[src/rtl/cfs_algn_pkg.sv]
// Shared width derivations, FSM state encoding and RX FIFO field layout for the
// aligner RX path and its downstream FIFO controller.
package cfs_algn_pkg;

  function automatic int algn_offset_width(input int data_width);
    return (data_width <= 8) ? 1 : $clog2(data_width / 8);
  endfunction

  function automatic int algn_size_width(input int data_width);
    return $clog2(data_width / 8) + 1;
  endfunction

  function automatic int algn_fifo_width(input int data_width);
    return data_width + algn_offset_width(data_width) + algn_size_width(data_width);
  endfunction

  // FIFO entry is {size, offset, data} with data in the LSBs.
  localparam int FIFO_DATA_LSB = 0;

  function automatic int fifo_data_msb(input int data_width);
    return data_width - 1;
  endfunction

  function automatic int fifo_offset_lsb(input int data_width);
    return data_width;
  endfunction

  function automatic int fifo_offset_msb(input int data_width);
    return data_width + algn_offset_width(data_width) - 1;
  endfunction

  function automatic int fifo_size_lsb(input int data_width);
    return data_width + algn_offset_width(data_width);
  endfunction

  function automatic int fifo_size_msb(input int data_width);
    return algn_fifo_width(data_width) - 1;
  endfunction

  typedef enum logic [1:0] {
    IDLE = 2'd0,
    PUSH = 2'd1,
    RESP = 2'd2
  } cfs_rx_state_e;

endpackage

[src/rtl/cfs_rx_legal.sv]
// Combinational transfer legality check, shared with register-side validation.
module cfs_rx_legal
  import cfs_algn_pkg::*;
#(
  parameter int ALGN_DATA_WIDTH = 32,
  localparam int ALGN_OFFSET_WIDTH = algn_offset_width(ALGN_DATA_WIDTH),
  localparam int ALGN_SIZE_WIDTH = algn_size_width(ALGN_DATA_WIDTH)
) (
  input  logic [ALGN_OFFSET_WIDTH-1:0] offset,
  input  logic [ALGN_SIZE_WIDTH-1:0]   size,
  output logic                         legal
);

  localparam int EW = ALGN_SIZE_WIDTH + 1;
  localparam int B = ALGN_DATA_WIDTH / 8;

  logic [EW-1:0] b_ext;
  logic [EW-1:0] off_ext;
  logic [EW-1:0] size_ext;
  logic [EW-1:0] div_ext;
  logic [EW-1:0] end_ext;
  logic [EW-1:0] mod_ext;

  // One extra bit of headroom so offset+size and B+offset never wrap.
  assign b_ext    = EW'(B);
  assign off_ext  = EW'(offset);
  assign size_ext = EW'(size);
  assign div_ext  = (size_ext == '0) ? EW'(1) : size_ext;
  assign end_ext  = off_ext + size_ext;
  assign mod_ext  = (b_ext + off_ext) % div_ext;

  assign legal = (size_ext != '0) && (end_ext <= b_ext) && (mod_ext == '0);

endmodule

[src/rtl/cfs_rx_ctrl.sv]
// RX transfer controller: captures a master transfer, checks it, pushes legal
// entries to the RX FIFO and answers the master with a one-cycle ready strobe.
module cfs_rx_ctrl
  import cfs_algn_pkg::*;
#(
  parameter int ALGN_DATA_WIDTH = 32,
  localparam int ALGN_OFFSET_WIDTH = algn_offset_width(ALGN_DATA_WIDTH),
  localparam int ALGN_SIZE_WIDTH = algn_size_width(ALGN_DATA_WIDTH),
  localparam int FIFO_WIDTH = algn_fifo_width(ALGN_DATA_WIDTH)
) (
  input  logic                         clk,
  input  logic                         reset_n,
  input  logic                         md_rx_valid,
  input  logic [ALGN_DATA_WIDTH-1:0]   md_rx_data,
  input  logic [ALGN_OFFSET_WIDTH-1:0] md_rx_offset,
  input  logic [ALGN_SIZE_WIDTH-1:0]   md_rx_size,
  output logic                         md_rx_ready,
  output logic                         md_rx_err,
  output logic                         push_valid,
  output logic [FIFO_WIDTH-1:0]        push_data,
  input  logic                         push_ready,
  output logic [7:0]                   cnt_drop,
  input  logic                         cnt_drop_clr,
  output logic                         irq_drop,
  output logic [1:0]                   fsm_state
);

  localparam logic [1:0] ST_IDLE = 2'(IDLE);
  localparam logic [1:0] ST_PUSH = 2'(PUSH);
  localparam logic [1:0] ST_RESP = 2'(RESP);

  logic [1:0] state;
  logic       legal;
  logic       take;
  logic       drop_inc;

  cfs_rx_legal #(.ALGN_DATA_WIDTH(ALGN_DATA_WIDTH)) u_legal (
    .offset (md_rx_offset),
    .size   (md_rx_size),
    .legal  (legal)
  );

  // Handshakes: md_rx_valid is sampled only in IDLE and is not required to stay
  // high afterwards; md_rx_ready is a one-cycle completion strobe with md_rx_err
  // qualifying it. push_valid/push_data hold steady until push_ready is seen.
  assign take     = (state == ST_IDLE) && md_rx_valid;
  assign drop_inc = take && !legal;

  always_ff @(posedge clk or negedge reset_n) begin
    if (!reset_n) begin
      state       <= ST_IDLE;
      md_rx_ready <= 1'b0;
      md_rx_err   <= 1'b0;
      push_valid  <= 1'b0;
      push_data   <= '0;
      irq_drop    <= 1'b0;
    end else begin
      case (state)
        ST_IDLE: begin
          if (md_rx_valid) begin
            push_data <= {md_rx_size, md_rx_offset, md_rx_data};
            if (legal) begin
              state      <= ST_PUSH;
              push_valid <= 1'b1;
            end else begin
              state       <= ST_RESP;
              md_rx_ready <= 1'b1;
              md_rx_err   <= 1'b1;
              irq_drop    <= 1'b1;
            end
          end
        end
        ST_PUSH: begin
          if (push_ready) begin
            state       <= ST_RESP;
            push_valid  <= 1'b0;
            md_rx_ready <= 1'b1;
            md_rx_err   <= 1'b0;
          end
        end
        ST_RESP: begin
          state       <= ST_IDLE;
          md_rx_ready <= 1'b0;
          md_rx_err   <= 1'b0;
          irq_drop    <= 1'b0;
        end
        default: begin
          state       <= ST_IDLE;
          md_rx_ready <= 1'b0;
          md_rx_err   <= 1'b0;
          push_valid  <= 1'b0;
          irq_drop    <= 1'b0;
        end
      endcase
    end
  end

  // Clear takes priority over a coincident increment.
  always_ff @(posedge clk or negedge reset_n) begin
    if (!reset_n) begin
      cnt_drop <= 8'd0;
    end else if (cnt_drop_clr) begin
      cnt_drop <= 8'd0;
    end else if (drop_inc && (cnt_drop != 8'hFF)) begin
      cnt_drop <= cnt_drop + 8'd1;
    end
  end

  assign fsm_state = state;

endmodule

[config.mk]
export PLATFORM = sky130hd
export DESIGN_NAME = cfs_rx_ctrl
export DESIGN_NICKNAME = d
export VERILOG_FILES = /design/src/rtl/cfs_algn_pkg.sv /design/src/rtl/cfs_rx_legal.sv /design/src/rtl/cfs_rx_ctrl.sv
export SDC_FILE = /design/constraint.sdc
export NUM_CORES = 1
export LEC_CHECK = 0
export CAP_MARGIN = 20
export CORE_MARGIN = 5
export CORE_UTILIZATION = 44
export DETAILED_ROUTE_END_ITERATION = 10
export PLACE_DENSITY = 0.81
export SLEW_MARGIN = 25
export SYNTH_ARGS = -nofsm -noshare
export SYNTH_HDL_FRONTEND = slang
export SYNTH_HIERARCHICAL = 1
export SYNTH_SLANG_ARGS = --single-unit
[constraint.sdc]
create_clock -name clk -period 2.6 [get_ports clk]
set_clock_uncertainty 0.2 [all_clocks]
set_input_delay 0.65 -clock clk [delete_from_list [all_inputs] [get_ports clk]]
set_output_delay 0.65 -clock clk [all_outputs]
set_load 0.01 [all_outputs]
Word level (Yosys, flattened, before mapping):

Index checks and enable logic that the tools add are counted.

* add/subtract/negate cells: 3
* multiply operators: 0
* div/mod/pow operators: 1
* magnitude comparators: 1
* equality and inequality tests: 7
* shifts and indexed selects: 0
* muxes and demuxes: 17
* bitwise operators: 2
* reduce and logical (&&, ||, !) cells: 16

Operators by type and width (count)
* $mux 8: 2
* $add 8x1->8 const B: 1
* $logic_not 4->1: 2
* $ne 2x2->1 const B: 4
* $ne 8x8->1 const B: 1
* $mux 1: 6
* $mux 2: 3
* $pmux 1 s2: 3
* $reduce_and 3->1: 2
* $logic_and 1x1->1: 5
* $add 2x3->4: 1
* $add 3x2->4 const A: 1
* $le 4x3->1 const B: 1
* $mod 4x4->4: 1
* $pmux 2 s2: 1
* $reduce_and 2->1: 2
* $reduce_and 4->1: 1
* $reduce_bool 4->1: 1
* $mux 3: 1
* $pmux 1 s3: 1
* $eq 2x1->1 const B: 1
* $eq 2x2->1 const B: 1
* $logic_not 2->1: 1
* $not 1->1: 2
* 2 further kinds: 2

* register bits: 51
* latch bits: 0
* memory bits (writable): 0
* memory bits (read-only): 0
* output and inout bits: 51
* logic and storage cells: 54
* memories: 0

Logic depth before layout (Yosys ltp):

Gate-level depths: netlist of the first run.

* depth after elaboration: 10
* depth in mapped cells: 19

Cells and area by module:

The synthesis of the first run kept the hierarchy.

Modules (own cells, without submodules)
* cfs_rx_ctrl: instances 1, cells each 148, area each 2058.2 um^2, sequential area each 1276.2 um^2
* cfs_rx_legal: instances 1, cells each 58, area each 462.9 um^2, sequential area each 0.0 um^2

Worst setup path before layout of the first run:

Ideal clock, no wire load.

* path kind: input -> register
* from: input port md_rx_size[1]
* to: register cnt_drop[3]
* setup time: 0.078 ns
* arrival: 4.346 ns
* required time: 2.322 ns
* slack: -2.024 ns
* stages on the path: 18
* buffers on the path: 1
* cells stage by stage: nor2_1 -> or2_2 -> ha_1 -> nor2b_1 -> a31o_2 -> a21o_1 -> o21ai_0 -> fa_1 -> a21bo_2 -> a21oi_1 -> a221oi_1 -> o2111ai_1 -> a21oi_1 -> or4b_4 -> o21bai_4 -> buf_6 -> or3_1 -> a21oi_1

* word-level cells in the longest chain between the ends: 9
* elaborated cells on any way between the ends: 13
* classes of those cells: 1 x add/sub; 1 x div; 1 x order compare; 1 x mux; 9 x reduce/logical

Ends and longest elaborated chain
* from (decl): line cfs_rx_ctrl.sv:16 `input logic [ALGN_SIZE_WIDTH-1:0] md_rx_size,`
* $logic_not 4->1: line cfs_rx_legal.sv:28 `assign div_ext = (size_ext == '0) ? EW'(1) : size_ext;`
* $mux 3: line cfs_rx_legal.sv:28
* $mod 4x4->4: line cfs_rx_legal.sv:30 `assign mod_ext = (b_ext + off_ext) % div_ext;`
* $logic_not 4->1: line cfs_rx_legal.sv:32 `assign legal = (size_ext != '0) && (end_ext <= b_ext) && (mod_ext == '0);`
* $logic_and 1x1->1 (*): line cfs_rx_legal.sv:32
* named net legal: line cfs_rx_ctrl.sv:33 `logic legal;`
* $logic_not 1->1 (*): line cfs_rx_ctrl.sv:47 `assign drop_inc = take && !legal;`
* $logic_and 1x1->1 (*): line cfs_rx_ctrl.sv:47
* $logic_and 1x1->1 (*): line cfs_rx_ctrl.sv:104 `end else if (drop_inc && (cnt_drop != 8'hFF)) begin`
* $reduce_bool 2->1 (no source line) (*)
* to (signal assigned): line cfs_rx_ctrl.sv:105 `cnt_drop <= cnt_drop + 8'd1;`
* to (decl): line cfs_rx_ctrl.sv:22 `output logic [7:0] cnt_drop,`

Mark *: on every way through the listed nets, which the timed path passes. The rest lies on a longest branch.
A chain may end at the register's enable or synchronous reset.

Final worst setup path of the first run:

* from: input port md_rx_size[2]
* to: register cnt_drop[5]

The elaborated chain is that of the path after synthesis.

==> results.json, run 1 <==
{
  "initial_utilization": 0.4551,
  "first_pass_iters": 5,
  "violations": "negative setup slack",
  "finalCritPeriodShare": 1.644,
  "cts-root-buf": "clkbuf_8",
  "crit_family": "simple AND/OR/NAND/NOR gates",
  "antenna_found_initial": 0,
  "drt_iter0_drc": 53,
  "path_clk_slew_ps": 90,
  "cts_hold_buf": 0,
  "dpl.hpwl_mm": 4.789,
  "grt_pass1_vias": 2277,
  "crit_type": "primary input to flip-flop",
  "setup_viol_count_final": 14,
  "peakVddDrop_mv": 0.3911,
  "grt_max_degree": 52,
  "cp_data_required_time_ps": 2620,
  "synth_top_area_frac": 0.5062,
  "syn2layout_area_growth_pct": 61.44,
  "seqCellArea_mm2": 0.001276,
  "routedWlPerCell_um": 16.40,
  "hold_ws_ps": 121.1,
  "fp.dieArea_mm2": 0.007344,
  "grt_pass1_wl_mm": 10.86,
  "utilization": 0.7346,
  "synth_edf_count": 0,
  "max-cap-violations": 0,
  "swShare": 0.2915,
  "yosys_warnings": 6,
  "crit_chain": "buf_8 > nor2_4 > or2_4 > ha_4 > or3_4 > a21o_4 > o21a_1 > ha_4 > nor2b_2 > o21ai_2 > and4_1 > o2111ai_2 > a21oi_2 > or4b_4 > o21bai_4 > or4_4 > a21oi_2",
  "min_period_ps": 4273,
  "io_pins": 93,
  "cts_buffers": 5,
  "power_density_mw_per_mm2": 613.3,
  "row_count": 27,
  "cp_max_fo": 5,
  "die_h_um": 85.70,
  "nNetsFinal": 392,
  "cp.depth": 17,
  "final.setup.worst_slack_ps": -1673,
  "synth_cell_types": 41,
  "synth.area.top_cells": "dfrtp_1 (51%), mux2_2 (17%), ha_1 (5.0%), a21oi_1 (2.4%), inv_1 (1.6%)",
  "pwr-share-comb": 0.399,
  "power.share.clock": 0.189,
  "fillers": 377,
  "p_seq_frac": 0.411,
  "syn_nets": 260,
  "chipWidth_um": 85.70,
  "cts_max_path_buffers": 2,
  "leakagePower_nw": 1.711,
  "vias_per_cell": 5.154,
  "gp_congestion": 0.7692,
  "ys_seq_elements": 51,
  "core_area_mm2": 0.005540,
  "start_kind": "primary input",
  "clock_latency_ps": 290,
  "tritoncts": "built",
  "rsz0062_at_grt": "true",
  "cp-end-kind": "flip-flop",
  "clock.fmax_mhz": 234.0,
  "cts_sinks": 51,
  "drive_above_1_share": 0.3787,
  "worst_path_max_delay_cell": "or4b_4",
  "synthArstFlopShare": 1.000,
  "slew_viol_final": 0,
  "intPower_mw": 1.769,
  "final-hold-violation-count": 0,
  "yosysSeqAreaShare": 0.5062,
  "r2r_cells": 4,
  "pre_cts_ws_ps": -2463,
  "num_vias": 2113,
  "hold_path_class": "primary input to asynchronous set/reset pin",
  "antenna_left": 0,
  "syn-cell-area_mm2": 0.002521,
  "wl_mm": 6.724,
  "antenna_cells": 0,
  "path_buf_inv": 1,
  "drc": 0,
  "cpPeakStageDelay_ps": 490,
  "syn_inst": 206,
  "portBuffers": 92,
  "htree_levels": 2,
  "grt_usage": 0.1814,
  "multi_input_area_mm2": 0.001314,
  "yosysTopAreaCell": "dfrtp_1",
  "arrival_ps": 4290,
  "avgSynthCellArea_um2": 12.24,
  "p_sw_mw": 0.7276,
  "status": "finished with violations",
  "gr-total-overflow": 0,
  "synth_ff_type": "dfrtp_1"
}
cell usage after synthesis, types with 2 or more instances:
cell / number
a21o_1: 2
buf_2: 3
nor3b_1: 2
dfrtp_1: 51
nor2_1: 11
mux2_2: 38
ha_1: 10
nand4_1: 2
mux2i_1: 2
o21ai_0: 7
or3_1: 3
o21a_1: 2
fa_1: 2
buf_6: 2
inv_1: 11
a21oi_1: 12
nand3_1: 4
nand2_1: 6
o21bai_1: 2
o31ai_1: 3
xor2_1: 4
nor2b_1: 5
or4_1: 4
through the flow:
step / area (um2) / std cells / setup TNS [ps] / power, mW
CTS: 3961 / 410 / -20720 / 2.475
detailed placement: 3782 / 395 / -29680 / 1.971
global route: 4070 / 410 / -20960 / 2.654
floorplan: 2566 / 206 / -19260 / 1.443
finish: 4070 / 410 / -19070 / 2.496
global placement: 3782 / 395 / -28290 / 1.942
logic make-up after synthesis:
family / share of synthesized area
flip-flops: 0.5062
AND/OR/NAND/NOR: 0.09429
multiplexers: 0.1777
AO/OA/AOI/OAI: 0.1027
buffers and inverters: 0.03821
adder cells (fa/ha/maj): 0.06551
XOR/XNOR: 0.01389
other: 0.001487
flip-flops by register name, summed over array words and instances (netlist names):
register     count
cnt_drop         8
push_valid       1
md_rx_ready      1
push_data       37
irq_drop         1
fsm_state        2
md_rx_err        1
power groups by stage:
stage	combinational, mW	sequential [mW]	clock, mW
6_report	0.997	1.03	0.473
3_3_place_gp	0.909	1.03	0
4_1_cts	0.961	1.03	0.485
3_5_place_dp	0.929	1.04	0
5_1_grt	1.07	1.05	0.530
2_1_floorplan	0.329	1.11	0
routing by layer:
metal | share of wire | up-vias | track usage
li1 | - | 995 | -
met1 | 0.40 | 1039 | 0.2142
met2 | 0.51 | 73 | 0.3206
met3 | 0.076 | 6 | 0.06820
met4 | 0.0079 | 0 | 0.02734
met5 | 0 | - | 0
worst paths after layout:
kind	from	to	slack, ps
setup / recovery	md_rx_size[2]	cnt_drop[5]$_DFFE_PN0P_	-1670
hold / removal	reset_n	push_data[2]$_DFFE_PN0P_	120
setup reg to reg	fsm_state[1]$_DFFE_PN0P_	cnt_drop[5]$_DFFE_PN0P_	540
hold reg to reg	push_data[34]$_DFFE_PN0P_	push_data[34]$_DFFE_PN0P_	310
max in group asynchronous	reset_n	push_data[33]$_DFFE_PN0P_	1830
min in group clk	push_data[34]$_DFFE_PN0P_	push_data[34]$_DFFE_PN0P_	310
cell usage in the layout (no fill, tap or decap), drive strengths merged, types with 3 or more instances in the layout:
master / instances
xor2: 4
inv: 12
nor2: 11
or4: 4
clkdlybuf4s50: 87
o31ai: 3
buf: 45
o21bai: 3
mux2: 38
a21oi: 13
o21ai: 8
clkbuf: 6
nand2: 6
dfrtp: 51
nand3: 4
or3: 4
ha: 10
nor2b: 5
final cells by class:
class | count | share of cell area
clock inverters | 1 | 0.002152
multi-input cells | 136 | 0.3228
inverters | 11 | 0.01014
repair buffers | 133 | 0.3089
flip-flops and latches | 51 | 0.3136
clock buffers | 6 | 0.02029
well taps | 72 | 0.02213
repair_timing:
item                                    CTS  global route
endpoints found under the setup margin   14            14
pin swaps                                18            17
setup buffers                             8             0
resized for setup                        26            24
No activity file was read; power rests on OpenSTA's default activity.
==> run 2, diff against run 1 <==
--- a/config.mk
+++ b/config.mk
@@ -7,9 +7,11 @@
 export LEC_CHECK = 0
 export CAP_MARGIN = 20
 export CORE_MARGIN = 5
-export CORE_UTILIZATION = 44
+export CORE_UTILIZATION = 46
+export CTS_BUF_LIST = sky130_fd_sc_hd__clkbuf_2
 export DETAILED_ROUTE_END_ITERATION = 10
-export PLACE_DENSITY = 0.81
+export GPL_ROUTABILITY_DRIVEN = 0
+export PLACE_DENSITY = 0.85
 export SLEW_MARGIN = 25
 export SYNTH_ARGS = -nofsm -noshare
 export SYNTH_HDL_FRONTEND = slang
==> run 2 against run 1 <==
Net effect:
- the flow still finishes with violations (negative setup slack)
- largest cell class unchanged
- die area fell by 3.8%
- global-route usage rose by 0.76 points
- power fell by 5.7%
- worst setup slack better by 26 ps
- first-iteration DRC count fell by 23%
- via count is 1.8% lower
- clock power fell by 33%
- critical path depth is 4 higher
- critical path type unchanged
- fmax rose by 0.61%
- sequential share of layout area grew 0.33 points
- critical endpoint unchanged
==> results.json, run 2 (synthesis gave the netlist of run 1 again) <==
{
  "wl_mm": 6.518,
  "drt_iter0_drc": 41,
  "power_density_mw_per_mm2": 584.6,
  "nNetsFinal": 389,
  "seqCellArea_mm2": 0.001276,
  "portBuffers": 92,
  "syn2layout_area_growth_pct": 59.75,
  "fp.dieArea_mm2": 0.007061,
  "finalCritPeriodShare": 1.634,
  "initial_utilization": 0.4664,
  "grt_max_degree": 36,
  "hold_path_class": "flip-flop to flip-flop",
  "grt_usage": 0.1890,
  "routedWlPerCell_um": 15.98,
  "top_usage_layer": "met2",
  "clock.fmax_mhz": 235.4,
  "final-hold-violation-count": 0,
  "final.setup.worst_slack_ps": -1648,
  "setup_viol_count_final": 14,
  "max-cap-violations": 0,
  "multi_input_area_mm2": 0.001328,
  "grt_pass1_vias": 2247,
  "vias_per_cell": 5.083,
  "first_pass_iters": 4,
  "rsz0062_at_grt": "true",
  "cp_max_fo": 6,
  "dp.cells": 391,
  "gr-usage-met3": 0.06318,
  "slew_viol_final": 0,
  "grtUsageMet2": 0.3515,
  "place_area_mm2": 0.003765,
  "cts_max_path_buffers": 2,
  "antenna_found_initial": 0,
  "drive_above_1_share": 0.3601,
  "peakVddDrop_mv": 0.3702,
  "final_cells": 408,
  "path_clk_slew_ps": 250,
  "drc": 0,
  "largest_reg_flops": 37,
  "p_total_mw": 2.355,
  "crit_type": "primary input to flip-flop",
  "fillers": 372,
  "status": "finished with violations",
  "grt_pass1_wl_mm": 10.76,
  "hold_path_depth": 2,
  "cts-root-buf": "clkbuf_2",
  "tritoncts": "built",
  "cts_buffers": 5,
  "regMostFlops": "push_data",
  "final_area_mm2": 0.004028,
  "violations": "negative setup slack",
  "r2r_cells": 4,
  "arrival_ps": 4410,
  "min_period_ps": 4248,
  "start_kind": "primary input",
  "gr-total-overflow": 0,
  "utilization": 0.7451,
  "chipWidth_um": 84.03,
  "cts_sinks": 51,
  "die_h_um": 84.03,
  "final_common_cell": "clkdlybuf4s50_1",
  "antenna_left": 0,
  "io_pins": 93,
  "met1_usage": 0.2018,
  "fin_setup_tns_ps": -18970,
  "antenna_cells": 0,
  "num_vias": 2074,
  "row_count": 27,
  "leakagePower_nw": 1.700,
  "htree_levels": 2,
  "dpl.hpwl_mm": 4.825,
  "cp-end-kind": "flip-flop",
  "pre_cts_ws_ps": -2478,
  "cp_data_required_time_ps": 2760,
  "layout_common_cells": "clkdlybuf4s50_1 (87), dfrtp_1 (51), mux2_2 (38)",
  "hold_ws_ps": 340.4,
  "core_area_mm2": 0.005405,
  "clock_latency_ps": 400
}
==> run 2: path summary, 6_finish.rpt <==
check | start | endpoint | slack, ps
worst min register to register | md_rx_ready$_DFFE_PN0P_ | md_rx_ready$_DFFE_PN0P_ | 340
worst max-delay path | md_rx_size[2] | cnt_drop[5]$_DFFE_PN0P_ | -1650
min in group asynchronous | reset_n | md_rx_err$_DFFE_PN0P_ | 470
max in group asynchronous | reset_n | push_data[2]$_DFFE_PN0P_ | 1210
worst max register to register | fsm_state[1]$_DFFE_PN0P_ | cnt_drop[5]$_DFFE_PN0P_ | 400
worst min-delay path | md_rx_ready$_DFFE_PN0P_ | md_rx_ready$_DFFE_PN0P_ | 340
==> run 2: worst max-delay path, stage by stage <==
cell and delay (ps):
buf_8 100, nor2_4 100, or2_4 140, buf_6 100
inv_4 30, ha_4 150, or3_4 370, a21o_4 230
nand2_1 110, buf_4 140, o21ai_4 50, fa_2 360
a21bo_4 200, a21oi_4 60, buf_4 140, o21ai_1 90
a21oi_2 80, or4b_4 490, o21bai_4 210, or4_1 470
a21oi_1 130
==> run 2: area by class of cell <==
| type | count | share of cell area |
|---|---|---|
| clock inverters | 3 | 0.004349 |
| multi-input cells | 136 | 0.3296 |
| clock buffers | 5 | 0.006213 |
| flip-flops and latches | 51 | 0.3169 |
| repair buffers | 130 | 0.3097 |
| well taps | 72 | 0.02237 |
| inverters | 11 | 0.01087 |
==> run 2: what timing repair did <==
item,in CTS,in global routing
hold endpoints to repair,16,0
pin swaps,24,18
hold buffers,1,0
buffers inserted,8,0
gates resized for setup,37,17
endpoints found under the setup margin,14,14
==> run 2: layer usage <==
metal	up-vias	share of wire
li1	987	-
met1	1020	0.38
met2	57	0.54
met3	10	0.065
met4	0	0.015
met5	-	0
==> run 2: power by group <==
part           total [mW]  switching [mW]  internal, mW
combinational        1.00           0.389         0.615
clock               0.319           0.253        0.0661
sequential           1.03          0.0878         0.944
==> run 3, diff against run 2 <==
--- a/config.mk
+++ b/config.mk
@@ -11,6 +11,7 @@
 export CTS_BUF_LIST = sky130_fd_sc_hd__clkbuf_2
 export DETAILED_ROUTE_END_ITERATION = 10
 export GPL_ROUTABILITY_DRIVEN = 0
+export GPL_TIMING_DRIVEN = 0
 export PLACE_DENSITY = 0.85
 export SLEW_MARGIN = 25
 export SYNTH_ARGS = -nofsm -noshare
==> run 3 against run 2 <==
Net effect:
- count of clock-buffer cells in the layout did not move
- sequential power barely moved
- final cell count down 3.4%
- worst setup slack gained 110 ps
- largest cell class unchanged
- flip-flop and latch count unchanged
- fmax rose by 2.7%
- clock power rose by 1%
- critical path depth decreased by 2
- sequential share of layout area is 1.5 points higher
- the flow still finishes with violations (negative setup slack)
- design area fell by 4.5%
- largest power group unchanged
- combinational power down 6%
- via count is 2.6% lower
==> results.json, run 3 (synthesis gave the netlist of run 1 again) <==
{
  "antenna_found_initial": 0,
  "drt_iter0_drc": 64,
  "gr-total-overflow": 0,
  "clock_latency_ps": 430,
  "final.setup.worst_slack_ps": -1537,
  "die_h_um": 84.03,
  "cp-end-kind": "flip-flop",
  "fillers": 401,
  "num_vias": 2021,
  "routedWlPerCell_um": 15.33,
  "tightest_slew_ps": 644.5,
  "multi_input_area_mm2": 0.001296,
  "cts_buffers": 5,
  "status": "finished with violations",
  "largest_reg_flops": 37,
  "slew_viol_final": 0,
  "first_pass_iters": 4,
  "cp_data_required_time_ps": 2790,
  "chipWidth_um": 84.03,
  "grt_usage": 0.1707,
  "syn2layout_area_growth_pct": 52.56,
  "cpPeakStageDelay_ps": 490,
  "arrival_ps": 4330,
  "power_density_mw_per_mm2": 595.4,
  "path_clk_slew_ps": 250,
  "path_buf_inv": 3,
  "hold_ws_ps": 262.7,
  "start_kind": "primary input",
  "nNetsFinal": 375,
  "fp.dieArea_mm2": 0.007061,
  "portBuffers": 91,
  "place_area_mm2": 0.003565,
  "drc": 0,
  "cp_max_fo": 8,
  "cts_max_path_buffers": 2,
  "drive_above_1_share": 0.3323,
  "io_pins": 93,
  "tritoncts": "built",
  "row_count": 27,
  "hold_path_class": "primary input to flip-flop",
  "finalCritPeriodShare": 1.591,
  "final_cells": 394,
  "crit_family": "simple AND/OR/NAND/NOR gates",
  "vias_per_cell": 5.129,
  "wl_mm": 6.041,
  "peakVddDrop_mv": 0.4255,
  "antenna_left": 0,
  "setup_viol_count_final": 14,
  "dpl.hpwl_mm": 4.352,
  "max_slew_margin": 0.5703,
  "leakagePower_nw": 1.603,
  "fin_setup_tns_ps": -16760,
  "core_area_mm2": 0.005405,
  "layout_common_cells": "clkdlybuf4s50_1 (86), dfrtp_1 (51), mux2_2 (38)",
  "seqCellArea_mm2": 0.001276,
  "htree_levels": 2,
  "final_common_cell": "clkdlybuf4s50_1",
  "cts_sinks": 51,
  "final-hold-violation-count": 0,
  "pre_cts_ws_ps": -2627,
  "crit_chain": "buf_8 > nor2_4 > or2_4 > ha_4 > nor2b_4 > a31o_4 > a21o_4 > buf_6 > mux2i_1 > ha_1 > o21ai_2 > and4_1 > o2111ai_2 > a21oi_2 > or4b_4 > o21bai_4 > buf_6 > or3_4 > a21oi_2",
  "dp.cells": 369,
  "violations": "negative setup slack",
  "clock.fmax_mhz": 241.8,
  "rsz0062_at_grt": "true",
  "final_area_mm2": 0.003846,
  "max-cap-violations": 0,
  "grt_max_degree": 52,
  "crit_type": "primary input to flip-flop",
  "cts-root-buf": "clkbuf_2",
  "antenna_cells": 0,
  "worst_path_max_delay_cell": "or4b_4",
  "regMostFlops": "push_data",
  "initial_utilization": 0.4664,
  "grt_pass1_wl_mm": 9.811,
  "utilization": 0.7116,
  "grt_pass1_vias": 2079,
  "min_period_ps": 4137,
  "p_total_mw": 2.290
}
run 3: changes by cell type in the layout (fill, tap and decap cells not counted), sizes merged:
cell           before  now
clkdlybuf4s50      87   86
clkbuf              5    6
dlygate4sd3         1    2
dlygate4sd2         1    0
buf                41   27
run 3: layout make-up:
type | count | share of cell area
multi-input combinational | 136 | 0.3370
sequential | 51 | 0.3318
timing repair buffer | 108 | 0.2716
tap | 72 | 0.02342
buffer | 8 | 0.01431
inverter | 11 | 0.01074
clock buffer | 5 | 0.006506
clock inverter | 3 | 0.004554
run 3: power breakdown:
group          total, mW  internal [mW]  switching, mW
combinational      0.941          0.573          0.368
sequential          1.03          0.944         0.0813
clock              0.323         0.0659          0.257
run 3: final timing paths:
path                                             endpoint                     start  slack [ps]  cells past startpoint
worst max-delay path              cnt_drop[3]$_DFFE_PN0P_             md_rx_size[1]       -1540                     19
min in group asynchronous        push_data[0]$_DFFE_PN0P_                   reset_n         530                      2
max in group asynchronous       push_data[24]$_DFFE_PN0P_                   reset_n        1220                      2
worst max register to register  push_data[24]$_DFFE_PN0P_  fsm_state[0]$_DFFE_PN0P_         330                      4
worst min-delay path            push_data[34]$_DFFE_PN0P_             md_rx_size[0]         260                      2
worst min register to register    md_rx_ready$_DFFE_PN0P_   md_rx_ready$_DFFE_PN0P_         330                      2
run 3: what timing repair did:
action                     in CTS  in global routing
resized for setup              31                 20
hold endpoints to repair       35                  0
setup buffers                  14                  2
pin swaps                      16                  5
hold buffers                    1                  0
setup endpoints to repair      14                 14
run 3: worst reg2reg max path, cell delays in order (launching register included):
cell	delay [ps]
dfrtp_1	550
nor3b_1	230
clkbuf_1	480
buf_2	360
mux2_2	370
run 3: per-layer routing:
| layer | routed length [um] | vias to the layer above | part of all wire | global-route usage |
|---|---|---|---|---|
| met2 | 3240 | 63 | 0.54 | 0.3106 |
| met4 | 105 | 0 | 0.017 | 0.04971 |
| met5 | 0 | - | 0 | 0 |
| met1 | 2299 | 984 | 0.38 | 0.1864 |
| li1 | - | 965 | - | - |
| met3 | 395 | 9 | 0.065 | 0.05726 |
